### src/rtl/roam_pkg.sv
// roam_pkg: shared types, keycodes and box geometry helpers for the roaming controller.
package roam_pkg;
    typedef enum logic [1:0] {UP, DOWN, LEFT, RIGHT} dir_t;
    typedef enum logic [1:0] {IDLE, TURN, WALK, LOCK} roam_state_t;
    localparam logic [7:0] KEY_W     = 8'h1A;
    localparam logic [7:0] KEY_A     = 8'h04;
    localparam logic [7:0] KEY_S     = 8'h16;
    localparam logic [7:0] KEY_D     = 8'h07;
    localparam logic [7:0] KEY_ENTER = 8'h28;
    typedef struct packed {
        logic [10:0] left;
        logic [10:0] right;
        logic [10:0] top;
        logic [10:0] bot;
    } box_t;
    function automatic box_t make_box(input logic [10:0] x, input logic [10:0] y,
                                      input logic [10:0] w, input logic [10:0] h);
        return '{left: x, right: x + w, top: y, bot: y + h};
    endfunction
    function automatic logic [10:0] abs_diff(input logic [10:0] a, input logic [10:0] b);
        return a > b ? a - b : b - a;
    endfunction
    // Trainer box t faces NPC box n: aligned within r and separated by a gap of 0..r.
    function automatic logic in_reach(input dir_t d, input box_t t, input box_t n, input logic [10:0] r);
        logic [10:0] near_e, far_e, perp;
        near_e = d == UP ? n.bot : d == DOWN ? t.bot : d == LEFT ? n.right : t.right;
        far_e  = d == UP ? t.top : d == DOWN ? n.top : d == LEFT ? t.left : n.left;
        perp   = (d == UP || d == DOWN) ? abs_diff(t.left, n.left) : abs_diff(t.top, n.top);
        return perp <= r && far_e >= near_e && far_e - near_e <= r;
    endfunction
    function automatic logic is_dir_key(input logic [7:0] k);
        return k == KEY_W || k == KEY_A || k == KEY_S || k == KEY_D;
    endfunction
    function automatic dir_t key_dir(input logic [7:0] k);
        return k == KEY_S ? DOWN : k == KEY_A ? LEFT : k == KEY_D ? RIGHT : UP;
    endfunction
endpackage

### src/rtl/roam_box_hit.sv
// roam_box_hit: inclusive-edge overlap test between two boxes.
module roam_box_hit
    import roam_pkg::*;
(
    input  box_t a,
    input  box_t b,
    output logic hit
);
    assign hit = a.left <= b.right && b.left <= a.right && a.top <= b.bot && b.top <= a.bot;
endmodule

### src/rtl/roam_ctrl.sv
// roam_ctrl: tile-stepping overworld trainer movement with NPC collision,
// walk animation and battle trigger on ENTER.
module roam_ctrl
    import roam_pkg::*;
#(
    parameter int NUM_NPC    = 5,
    parameter int TILE       = 16,
    parameter int STEP       = 1,
    parameter int MAP_X      = 300,
    parameter int MAP_Y      = 100,
    parameter int MAP_W      = 192,
    parameter int MAP_H      = 255,
    parameter int TOP_MARGIN = 25,
    parameter int SPR_W      = 14,
    parameter int SPR_H      = 16,
    parameter int START_X    = 387,
    parameter int START_Y    = 336,
    parameter int REACH      = 3,
    parameter int ANIM_DIV   = 4,
    localparam int IW        = NUM_NPC > 1 ? $clog2(NUM_NPC) : 1
) (
    input  logic                  Clk,
    input  logic                  Reset_n,
    input  logic                  frame_clk,
    input  logic                  is_roam,
    input  logic [7:0]            keycode,
    input  logic [NUM_NPC*10-1:0] npc_x,
    input  logic [NUM_NPC*10-1:0] npc_y,
    input  logic [NUM_NPC-1:0]    npc_active,
    output logic [9:0]            trainer_x,
    output logic [9:0]            trainer_y,
    output logic [1:0]            trainer_dir,
    output logic [1:0]            walk_frame,
    output logic                  moving,
    output logic                  start_battle,
    output logic [IW-1:0]         battle_idx
);
    localparam logic [10:0] T11   = 11'(TILE);
    localparam logic [10:0] S11   = 11'(STEP);
    localparam logic [10:0] W11   = 11'(SPR_W);
    localparam logic [10:0] H11   = 11'(SPR_H);
    localparam logic [10:0] R11   = 11'(REACH);
    localparam logic [10:0] X_MIN = 11'(MAP_X);
    localparam logic [10:0] X_MAX = 11'(MAP_X + MAP_W - SPR_W);
    localparam logic [10:0] Y_MIN = 11'(MAP_Y + TOP_MARGIN);
    localparam logic [10:0] Y_MAX = 11'(MAP_Y + MAP_H - SPR_H);
    localparam logic [7:0]  A_END = 8'(ANIM_DIV - 1);

    roam_state_t state_q, state_d;
    dir_t dir_q, dir_d;
    logic [9:0] x_q, x_d, y_q, y_d;
    logic [10:0] remain_q, remain_d;
    logic [7:0] anim_q, anim_d;
    logic [1:0] frame_q, frame_d;
    logic [IW-1:0] idx_q, idx_d;
    logic start_q, start_d;
    logic [2:0] sync_q;
    logic tick_q;
    logic [10:0] cx, cy, dx, dy, mv;
    box_t here, dest;
    logic [NUM_NPC-1:0] block, elig;
    logic [IW-1:0] win;
    logic found, in_map;

    // Left/up moves near 0 wrap to huge 11-bit values and so fail the bound check.
    assign cx     = {1'b0, x_q};
    assign cy     = {1'b0, y_q};
    assign dx     = dir_q == LEFT ? cx - T11 : dir_q == RIGHT ? cx + T11 : cx;
    assign dy     = dir_q == UP ? cy - T11 : dir_q == DOWN ? cy + T11 : cy;
    assign here   = make_box(cx, cy, W11, H11);
    assign dest   = make_box(dx, dy, W11, H11);
    assign in_map = dx >= X_MIN && dx <= X_MAX && dy >= Y_MIN && dy <= Y_MAX;
    assign mv     = remain_q < S11 ? remain_q : S11;

    for (genvar i = 0; i < NUM_NPC; i++) begin : g_npc
        box_t npc;
        logic hit;
        assign npc = make_box({1'b0, npc_x[i*10 +: 10]}, {1'b0, npc_y[i*10 +: 10]}, W11, H11);
        roam_box_hit u_hit (.a(dest), .b(npc), .hit(hit));
        assign block[i] = npc_active[i] & hit;
        assign elig[i]  = npc_active[i] & in_reach(dir_q, here, npc, R11);
    end

    always_comb begin
        win   = '0;
        found = 1'b0;
        for (int k = NUM_NPC - 1; k >= 0; k--) begin
            if (elig[k]) begin
                win   = IW'(k);
                found = 1'b1;
            end
        end
    end

    always_comb begin
        state_d  = state_q;
        dir_d    = dir_q;
        x_d      = x_q;
        y_d      = y_q;
        remain_d = remain_q;
        anim_d   = anim_q;
        frame_d  = frame_q;
        idx_d    = idx_q;
        start_d  = 1'b0;
        if (!is_roam) begin
            state_d  = IDLE;
            dir_d    = UP;
            x_d      = 10'(START_X);
            y_d      = 10'(START_Y);
            remain_d = '0;
            anim_d   = '0;
            frame_d  = '0;
            idx_d    = '0;
        end else if (state_q == IDLE) begin
            if (keycode == KEY_ENTER) begin
                if (found) begin
                    start_d = 1'b1;
                    idx_d   = win;
                    state_d = LOCK;
                end
            end else if (tick_q && is_dir_key(keycode)) begin
                if (key_dir(keycode) != dir_q) begin
                    dir_d   = key_dir(keycode);
                    state_d = TURN;
                end else if (in_map && !(|block)) begin
                    remain_d = T11;
                    state_d  = WALK;
                end
            end
        end else if (state_q == TURN) begin
            if (tick_q) state_d = IDLE;
        end else if (state_q == WALK && tick_q) begin
            x_d      = dir_q == LEFT ? x_q - mv[9:0] : dir_q == RIGHT ? x_q + mv[9:0] : x_q;
            y_d      = dir_q == UP ? y_q - mv[9:0] : dir_q == DOWN ? y_q + mv[9:0] : y_q;
            remain_d = remain_q - mv;
            state_d  = remain_d == '0 ? IDLE : WALK;
            anim_d   = anim_q == A_END ? '0 : anim_q + 8'd1;
            frame_d  = anim_q == A_END ? frame_q + 2'd1 : frame_q;
        end
    end

    always_ff @(posedge Clk or negedge Reset_n) begin
        if (!Reset_n) begin
            sync_q   <= '0;
            tick_q   <= 1'b0;
            state_q  <= IDLE;
            dir_q    <= UP;
            x_q      <= 10'(START_X);
            y_q      <= 10'(START_Y);
            remain_q <= '0;
            anim_q   <= '0;
            frame_q  <= '0;
            idx_q    <= '0;
            start_q  <= 1'b0;
        end else begin
            sync_q   <= {sync_q[1:0], frame_clk};
            tick_q   <= sync_q[1] & ~sync_q[2];
            state_q  <= state_d;
            dir_q    <= dir_d;
            x_q      <= x_d;
            y_q      <= y_d;
            remain_q <= remain_d;
            anim_q   <= anim_d;
            frame_q  <= frame_d;
            idx_q    <= idx_d;
            start_q  <= start_d;
        end
    end

    assign trainer_x    = x_q;
    assign trainer_y    = y_q;
    assign trainer_dir  = dir_q;
    assign walk_frame   = frame_q;
    assign moving       = state_q == WALK;
    assign start_battle = start_q;
    assign battle_idx   = idx_q;
endmodule

### config.mk
export PLATFORM = sky130hd
export DESIGN_NAME = roam_ctrl
export DESIGN_NICKNAME = d
export VERILOG_FILES = /design/src/rtl/roam_pkg.sv /design/src/rtl/roam_box_hit.sv /design/src/rtl/roam_ctrl.sv
export SDC_FILE = /design/constraint.sdc
export NUM_CORES = 1
export LEC_CHECK = 0
export ABC_CLOCK_PERIOD_IN_PS = 15500
export CORE_ASPECT_RATIO = 2
export CORE_MARGIN = 2
export CORE_UTILIZATION = 40
export CTS_BUF_LIST = sky130_fd_sc_hd__clkbuf_8
export DETAILED_ROUTE_END_ITERATION = 12
export GPL_TIMING_DRIVEN = 0
export PLACE_DENSITY = 0.67
export SYNTH_ARGS = -nofsm -noshare
export SYNTH_HDL_FRONTEND = slang
export SYNTH_SLANG_ARGS = --single-unit
### constraint.sdc
create_clock -name Clk -period 15.5 [get_ports Clk]
set_input_delay 3.1 -clock Clk [delete_from_list [all_inputs] [get_ports Clk]]
set_output_delay 3.1 -clock Clk [all_outputs]
set_load 0.02 [all_outputs]
==> flow_summary.ini <==
[run_status]
status = finished, violations left
violations = max-capacitance violations, max-slew violations

[setup_path]
crit_start = trainer_dir[1]
reg2reg_from = trainer_dir[1]
crit_type = reg -> reg
endpoint = battle_idx[0]
required_ps = 15700
rr_worst_depth = 22
startpoint_type = register
cp.arrival_ps = 11200
worst-path-max-fanout = 10
critPathCaptureType = register
timing.rr.end = battle_idx[0]
worst-r2r-setup-slack_ps = 4500

[final_layout]
nFillCells = 5940
multiInputGateArea_sq_mm = 0.02027
area_growth_syn_to_layout_pct = 11.08
fin_nets = 3710
seqCellArea_sq_mm = 0.001336
finalInstanceArea_sq_mm = 0.02543
drive_gt1_share_pct = 4.827

[placed_design]
dpl_cell_area_sq_mm = 0.02531
portBuffers = 145
dp_hpwl_microns = 91580
place.gp.congestion = 1.085

[cts]
cts_max_level = 2
cts_tree = built
clockRootBuffer = clkbuf_8
clk_path_buf_depth = 2
cts_sinks = 53
path_clk_slew_ps = 110
post_cts_resized = 0
postCtsHoldBufs = 0
clk_latency_ps = 330
post_cts_buffers = 0
numCtsBuffers = 5

[yosys]
synthCells = 2973
yosysWarnings = 0
syn_area_per_cell_sq_um = 7.700
ys_seq_area_share_pct = 5.832
async_reset_ff_share_pct = 100.0
synth-edff-count = 0
synthFlopType = dfrtp_1
yosysUniqueCellTypes = 100
ys_ff_latch = 53
synthesis.area_sq_mm = 0.02289
syn-num-nets = 3556

[routing]
drt_iter0_markers = 2303
antenna_left = 0
viasPerCell = 6.620
wl_per_cell_microns = 29.62
drc = 0
vias = 25740
drt-pass1-iter-count = 6
routed_wl_microns = 115200

[global_routing]
grt_first_pass_wirelength_microns = 164500
grt_max_degree = 29
grt_overflow_total = 0
grt_pass1_vias = 25470
grtUsageTotal_pct = 37.68
antenna_found_initial = 5

[timing]
worst_slew_pin_slew_ps = 1502
fmax_ghz = 0.09094
fin_crit_ps = 11000
finalSetupTns_ps = 0
period_share_pct = 70.94
relSlewSlack_pct = -0.1296
hold_violations = 0
fin_skew_ps = 11.89
rsz0062_at_grt = no
setup_viol = 0
slew_viol_final = 10

[floorplanning]
start_util_pct = 40.20
core-area_sq_mm = 0.05694
rows = 124
dieWidth_microns = 173.2
pin_count = 146
die_area_sq_mm = 0.05928
dieHeight_microns = 342.3

[min_path]
min_path_type = reg -> reg

[run]
drv_cap = 2

[power_and_ir_drop]
total_leakage_power_uw = 0.01129
peakVddDrop_mv = 0.06497
p_per_area_mw_per_mm2 = 59.59
flip-flops by register name, indices dropped and copies added, names as in the netlist:
register,cells
state_q,2
tick_q,1
battle_idx,3
trainer_x,10
trainer_y,10
sync_q,3
start_battle,1
walk_frame,2
trainer_dir,2
remain_q,11
anim_q,8
stage by stage:
stage	setup slack [ps]	utilization (%)	instances	total power (uW)	hold WS (ps)
floorplan	8785	-	2973	1016	331.2
global placement	4884	44.41	3874	1385	334.6
detailed placement	5279	44.45	3875	1390	338.1
CTS	5232	44.61	3883	1483	364.6
global route	4626	44.64	3884	1636	369.9
finish	4504	44.66	3888	1515	360.5
synth_stat cells, types with 12 or more instances:
master / n / area share [%]
a2111oi_0: 13 / 0.50
a211o_1: 15 / 0.57
a211oi_1: 37 / 1.2
a21boi_0: 20 / 0.66
a21o_1: 90 / 3.0
a21oi_1: 216 / 4.7
a221oi_1: 12 / 0.46
a31oi_1: 43 / 1.2
and2_1: 22 / 0.60
and3_1: 35 / 0.96
buf_2: 25 / 0.55
clkbuf_1: 86 / 1.4
dfrtp_1: 46 / 5.0
fa_1: 27 / 2.4
ha_1: 439 / 24
inv_1: 212 / 3.5
mux2_2: 13 / 0.64
mux2i_1: 83 / 3.6
mux4_2: 50 / 4.9
nand2_1: 173 / 2.8
nand2b_1: 44 / 1.2
nand3_1: 97 / 2.1
nand3b_1: 13 / 0.43
nand4_1: 49 / 1.3
nor2_1: 200 / 3.3
nor2b_1: 40 / 1.1
nor3_1: 82 / 1.8
nor4_1: 23 / 0.63
o211ai_1: 48 / 1.6
o21a_1: 37 / 1.2
o21ai_0: 197 / 4.3
o21bai_1: 28 / 0.92
o22ai_1: 14 / 0.38
o31ai_1: 15 / 0.49
or3_1: 21 / 0.57
xnor2_1: 132 / 5.1
xor2_1: 49 / 1.9
worst min-delay path by stage:
stage          startpoint         to  slack (ps)  depth (start not counted)
3_3_place_gp    sync_q[0]  sync_q[1]         330                          0
5_1_grt         sync_q[0]  sync_q[1]         370                          0
6_report        sync_q[0]  sync_q[1]         360                          0
2_1_floorplan   sync_q[0]  sync_q[1]         330                          0
3_5_place_dp    sync_q[0]  sync_q[1]         340                          0
4_1_cts         sync_q[0]  sync_q[1]         360                          0
cell usage in the layout, fill, tap and decap left out, types with 43 or more instances in the layout:
cell | netlist | layout
clkbuf_1 | 86 | 86
clkdlybuf4s50_1 | 0 | 144
a21oi_1 | 216 | 216
nor3_1 | 82 | 82
a31oi_1 | 43 | 43
mux2i_1 | 83 | 83
nand2_1 | 173 | 173
xor2_1 | 49 | 49
mux4_2 | 50 | 50
nor2_1 | 200 | 200
dfrtp_1 | 46 | 45
xnor2_1 | 132 | 132
inv_1 | 212 | 213
nand4_1 | 49 | 49
ha_1 | 439 | 439
a21o_1 | 90 | 90
o21ai_0 | 197 | 197
nand3_1 | 97 | 97
nand2b_1 | 44 | 44
o211ai_1 | 48 | 48
cell families after synthesis:
kind of cell | share of synthesized area (%)
and+or+nand+nor | 19.21
buffers and inverters | 5.684
xor gates and xnor gates | 6.925
AOI/OAI and AO/OA | 26.67
other | 0.01638
muxes | 9.303
DFF | 5.832
adders and majority gates | 26.36
per-layer routing:
layer / up-vias / GRT usage, % / share of wire, % / wire (microns)
met5: - / 0 / 0 / 0
met1: 12160 / 38.05 / 33 / 38510
met4: 0 / 37.59 / 13 / 14490
met3: 639 / 6.281 / 7.6 / 8765
li1: 11410 / - / - / -
met2: 1528 / 64.68 / 46 / 53410
report_power, final:
part	switching (uW)	internal, uW	total (uW)
clock network	53.8	31.8	85.7
registers	41.9	149	191
logic	750	489	1240
worst max-delay path, cell delays in order, from the launching register on:
cell and delay [ps]:
dfrtp_1 700, buf_2 360, buf_1 1000, clkbuf_1 1170, buf_2 600, buf_2 580, clkbuf_1 520, clkbuf_1 730
clkbuf_1 720, a31oi_1 280, fa_1 510, a211oi_1 340, o21ai_0 160, a221o_1 360, nor2_1 140, xnor2_1 140
a31oi_1 100, a211oi_1 260, o2111ai_1 630, o32ai_2 930, a311oi_2 200, o211ai_1 260, o21ai_1 100
area by class of cell:
type | instances | share of cell area [%]
Multi-Input combinational cell | 2584 | 79.70
Buffer | 123 | 1.978
Sequential cell | 53 | 5.255
Inverter | 213 | 3.144
Clock inverter | 3 | 0.06889
Clock buffer | 5 | 0.2706
Antenna cell | 4 | 0.03936
Tap cell | 756 | 3.720
Timing Repair Buffer | 147 | 5.826
No activity file was read; power rests on OpenSTA's default activity.
